===== config.mk =====
export PLATFORM = sky130hd
export DESIGN_NAME = game_timer
export DESIGN_NICKNAME = d
export VERILOG_FILES = /design/src/rtl/game_timer.sv
export SDC_FILE = /design/constraint.sdc
export NUM_CORES = 1
export LEC_CHECK = 0
export ABC_AREA = 1
export CORE_ASPECT_RATIO = 2
export CORE_MARGIN = 5
export CORE_UTILIZATION = 60
export CTS_BUF_LIST = sky130_fd_sc_hd__clkbuf_8
export DETAILED_ROUTE_END_ITERATION = 6
export GPL_TIMING_DRIVEN = 0
export PLACE_DENSITY = 0.84
export SYNTH_ARGS = -nofsm -noshare
export SYNTH_HDL_FRONTEND = slang
export SYNTH_SLANG_ARGS = --single-unit

===== constraint.sdc =====
create_clock -name clk -period 9.45 [get_ports clk]
set_input_delay 1.89 -clock clk [delete_from_list [all_inputs] [get_ports clk]]
set_output_delay 1.89 -clock clk [all_outputs]
set_load 0.02 [all_outputs]

===== src/rtl/game_timer.sv =====
// game_timer: prescaled round down-counter with pause, saturating bonus, low-time warning and restart.
module game_timer #(
   parameter int CNT_W         = 8,
   parameter int DEFAULT_LIMIT = 20,
   parameter int PRESCALE      = 50000000,
   parameter int WARN_LEVEL    = 5
) (
   input  logic             clk,
   input  logic             rst,
   input  logic             start,
   input  logic             pause,
   input  logic             load_en,
   input  logic [CNT_W-1:0] load_val,
   input  logic             bonus_en,
   input  logic [CNT_W-1:0] bonus_val,
   output logic [CNT_W-1:0] count,
   output logic             running,
   output logic             paused,
   output logic             time_up,
   output logic             time_up_pulse,
   output logic             tick_out,
   output logic             warn
);
   localparam int PW = PRESCALE > 1 ? $clog2(PRESCALE) : 1;
   localparam logic [CNT_W:0] MAXC = {1'b0, {CNT_W{1'b1}}};
   localparam logic [CNT_W-1:0] DEF = CNT_W'(DEFAULT_LIMIT);
   typedef enum logic [1:0] {IDLE, RUN, PAUSED, EXPIRED} state_t;
   state_t state, st_n;
   logic [CNT_W-1:0] reload, rl_n, cnt_n, lv, sat;
   logic [PW-1:0] pre, pre_n;
   logic [CNT_W:0] sum;
   logic tick, bon;
   always_comb begin
      lv = load_val != '0 ? load_val : DEF;
      tick = state == RUN && !pause && pre == PW'(PRESCALE - 1);
      bon = bonus_en && !pause && (state == RUN || state == PAUSED);
      // a RUN count is never 0, so subtracting the tick cannot underflow
      sum = {1'b0, count} - (CNT_W+1)'(tick) + (bon ? {1'b0, bonus_val} : '0);
      sat = sum > MAXC ? MAXC[CNT_W-1:0] : sum[CNT_W-1:0];
      st_n = state;
      cnt_n = count;
      rl_n = reload;
      pre_n = pre;
      case (state)
         IDLE:
            if (load_en) begin
               rl_n = lv;
               cnt_n = lv;
            end else if (start) begin
               st_n = RUN;
               pre_n = '0;
            end
         RUN:
            if (pause) st_n = PAUSED;
            else begin
               pre_n = tick ? '0 : pre + PW'(1);
               cnt_n = sat;
               st_n = sat == '0 ? EXPIRED : RUN;
            end
         PAUSED: begin
            st_n = pause ? RUN : PAUSED;
            cnt_n = pause ? count : sat;
         end
         default:
            if (load_en) rl_n = lv;
            else if (start) begin
               st_n = RUN;
               cnt_n = reload;
               pre_n = '0;
            end
      endcase
   end
   always_ff @(posedge clk) begin
      if (rst) begin
         state <= IDLE;
         count <= DEF;
         reload <= DEF;
         pre <= '0;
         running <= 1'b0;
         paused <= 1'b0;
         time_up <= 1'b0;
         time_up_pulse <= 1'b0;
         tick_out <= 1'b0;
         warn <= 1'b0;
      end else begin
         state <= st_n;
         count <= cnt_n;
         reload <= rl_n;
         pre <= pre_n;
         running <= st_n == RUN;
         paused <= st_n == PAUSED;
         time_up <= st_n == EXPIRED;
         time_up_pulse <= st_n == EXPIRED && state != EXPIRED;
         tick_out <= tick;
         warn <= (st_n == RUN || st_n == PAUSED) && cnt_n != '0 && int'(cnt_n) <= WARN_LEVEL;
      end
   end
endmodule

==> metrics.csv <==
stage,metric,value,unit
run_status,status,"complete, no violations",
clock_network,cts_hold_buf,0,
synth,async_flop_share,0,
power,swShare,0.4698,
clock_network,cts_tree,built,
drt,wl_per_cell,12.90,µm
clock_network,clock_path_buffers,2,
clock_network,clockRootBuffer,clkbuf_8,
timing,setup_viol,0,
finish,multi_input_area,2152,µm²
clock_network,cts_buffers,5,
job,maxCapViolCount,0,
synth,yosysTopAreaCell,dfxtp_1,
timing,min_period_over_period,0.6136,
place,dp_cells,651,
grt,grt_max_degree,16,
timing,slew_violations,0,
die,io_pins,36,
timing,skew,0.007985,ns
drt,drtAntennaViolNets,0,
power,peakVddDrop,0.0001521,V
power,cellPowerDensity,238.5,nW/µm²
grt,grt_pass1_wl,14.11,mm
place,dp_hpwl,6.567,mm
finish,seq_area,1001,µm²
power,p_leak,1.857,nW
worst_setup_path,required,9.70,ns
grt,grt_usage,0.2267,
drt,vias_per_cell,5.347,
synth,yosys.area.top_type_share,0.2795,
die,core_area,5906,µm²
die,die_w,64.63,µm
timing,whs,0.4846,ns
timing,grt_setup_unrepaired,false,
worst_setup_path,path_common_cell,nand2_1,
synth,synthFlopType,dfxtp_1,
power,finalPower,0.9759,mW
finish,nets,642,
synth,synth_area,3581,µm²
clock_network,clk_latency,0.32,ns
timing,hold_viol_final,0,
clock_network,post_cts_resized,0,
synth,synth_edf_count,0,
power,p_int,0.5175,mW
grt,grt-ovfl-total,0,
place,numPortBuffers,35,
die,start_util,0.6064,
synth,ys_warn_count,0,
worst_setup_path,max_stage_delay,0.54,ns
finish,fillers,541,
worst_setup_path,cp_top_family,simple AND/OR/NAND/NOR gates,
grt,antenna_found_initial,0,
finish,syn_to_final_growth,14.29,%
worst_setup_path,start_kind,input port,
clock_network,cts_max_level,2,
synth,syn_inst,553,
finish,diodes,0,
synth,postSynthAreaPerCell,6.475,µm²
min_path,hold_path_class,flop to flop,
finish,drive_gt1_frac,0.08235,
timing,period_needed,5.798,ns
synth,syn_nets,600,
place,gp_congestion,0.9091,
worst_setup_path,cp-end-kind,flop,
power,switchingPower,0.4585,mW
timing,max_slew_margin,0.5875,
drt,dr.pass1.iters,4,
synth,synth_area_leaders,"dfxtp_1 (28%), nand2_1 (13%), inv_1 (9.1%), ha_1 (8.4%), nor2_1 (6.8%)",
finish,layout.cells.non_filler,658,
synth,yosysSeqAreaShare,0.2795,
worst_setup_path,crit_type,input port to flop,
synth,synth.most_common_cell,nand2_1,
worst_setup_path,slowest_stage,nor2_1,
grt,first_global_vias,3177,
drt,wl,8.486,mm
clock_network,post_cts_buffers,0,
die,die_h,119.3,µm
drt,drc,0,
power,clkPwrFrac,0.128,
drt,num_vias,3518,
clock_network,cts.sinks,50,
timing,worst_pin_slew,0.6164,ns
clock_network,cts.clk_slew.worst_paths,0.09,ns
synth,synthDistinctLibCells,42,
worst_setup_path,cp_max_fo,10,
drt,drtIter0Drc,230,
power,power_frac_seq,0.264,
worst_setup_path,cp_num_buf_inv,6,
synth,synth_seq_cells,50,
die,fp-row-count,40,
synth,synth_common_cells,"nand2_1 (125), inv_1 (87), nor2_1 (65), dfxtp_1 (50), a21oi_1 (37)",
timing,max_clock_freq,172.5,MHz
power,power_frac_comb,0.608,
finish,fin_util,0.6930,
die,die-area,7707,µm²
timing,fin_tns_setup,0,ns
worst_setup_path,critical_path_arrival,6.05,ns
kinds of logic after synthesis:
kind of cell / Yosys count / synth area share
AOI/OAI and AO/OA: 80 / 0.1296
xor gates and xnor gates: 4 / 0.009785
adders and majority gates: 25 / 0.08945
buffers and inverters: 108 / 0.1195
DFF: 50 / 0.2795
and+or+nand+nor: 286 / 0.3721
cell type report:
class / count / share of cell area
Tap cell: 63 / 0.01926
Buffer: 12 / 0.01590
Timing Repair Buffer: 35 / 0.08560
Sequential cell: 50 / 0.2446
Inverter: 96 / 0.08866
Clock buffer: 5 / 0.01681
Clock inverter: 2 / 0.003363
Multi-Input combinational cell: 395 / 0.5258
per-layer routing:
metal | share of wire | vias to the layer above | GRT usage | routed length (µm)
met2 | 0.47 | 106 | 0.3834 | 4019
met4 | 0.015 | 0 | 0.07020 | 125
li1 | - | 1865 | - | -
met3 | 0.053 | 10 | 0.03491 | 451
met5 | 0 | - | 0 | 0
met1 | 0.46 | 1537 | 0.2919 | 3889
worst min-delay path, delay by kind of cell, from the launching register on:
kind | cells | cell delay, ns
buf+inv | 1 | 0.06
compound gates | 1 | 0.07
flops | 1 | 0.31
cells in the final DEF, fill, tap and decap left out, drive strengths merged:
cell,count
a211oi,7
a21oi,37
a221oi,1
a41oi,1
and2,1
and3,2
buf,4
clkbuf,13
clkdlybuf4s50,35
clkinv,1
dfxtp,50
fa,1
ha,24
inv,97
nand2,137
nand3,30
nand3b,2
nand4,13
nor2,73
nor3,15
nor3b,2
nor4,7
o211a,2
o211ai,8
o21a,2
o21ai,22
or2,4
xnor2,1
xor2,3
per-stage QoR:
stage / cell area (µm²) / setup WS, ns
3_3_place_gp: 4010 / 3.416
6_report: 4093 / 3.652
5_1_grt: 4093 / 3.309
2_1_floorplan: 3581 / 4.558
3_5_place_dp: 4010 / 3.331
4_1_cts: 4093 / 3.667
power groups by stage:
stage	clock [mW]	combinational (mW)	sequential, mW
after floorplan	0	0.421	0.280
after global placement	0	0.572	0.261
after detailed placement	0	0.586	0.262
after CTS	0.130	0.590	0.257
after global routing	0.135	0.670	0.261
final	0.125	0.593	0.257
registers in the layout, indices dropped and copies added (netlist names):
register	flops
warn	1
tick_out	1
time_up	1
running	1
pre	26
reload	8
paused	1
state	2
time_up_pulse	1
count	8
final timing paths:
check,startpoint,depth (start not counted),end,slack [ns]
worst max register to register,state[1]$_SDFF_PP0_,29,warn$_SDFF_PP0_,5.13
worst min register to register,reload[6]$_SDFFE_PP0P_,2,reload[6]$_SDFFE_PP0P_,0.48
worst min-delay path,reload[6]$_SDFFE_PP0P_,2,reload[6]$_SDFFE_PP0P_,0.48
worst max-delay path,pause,28,warn$_SDFF_PP0_,3.65
Power figures use the tool's default switching activity.
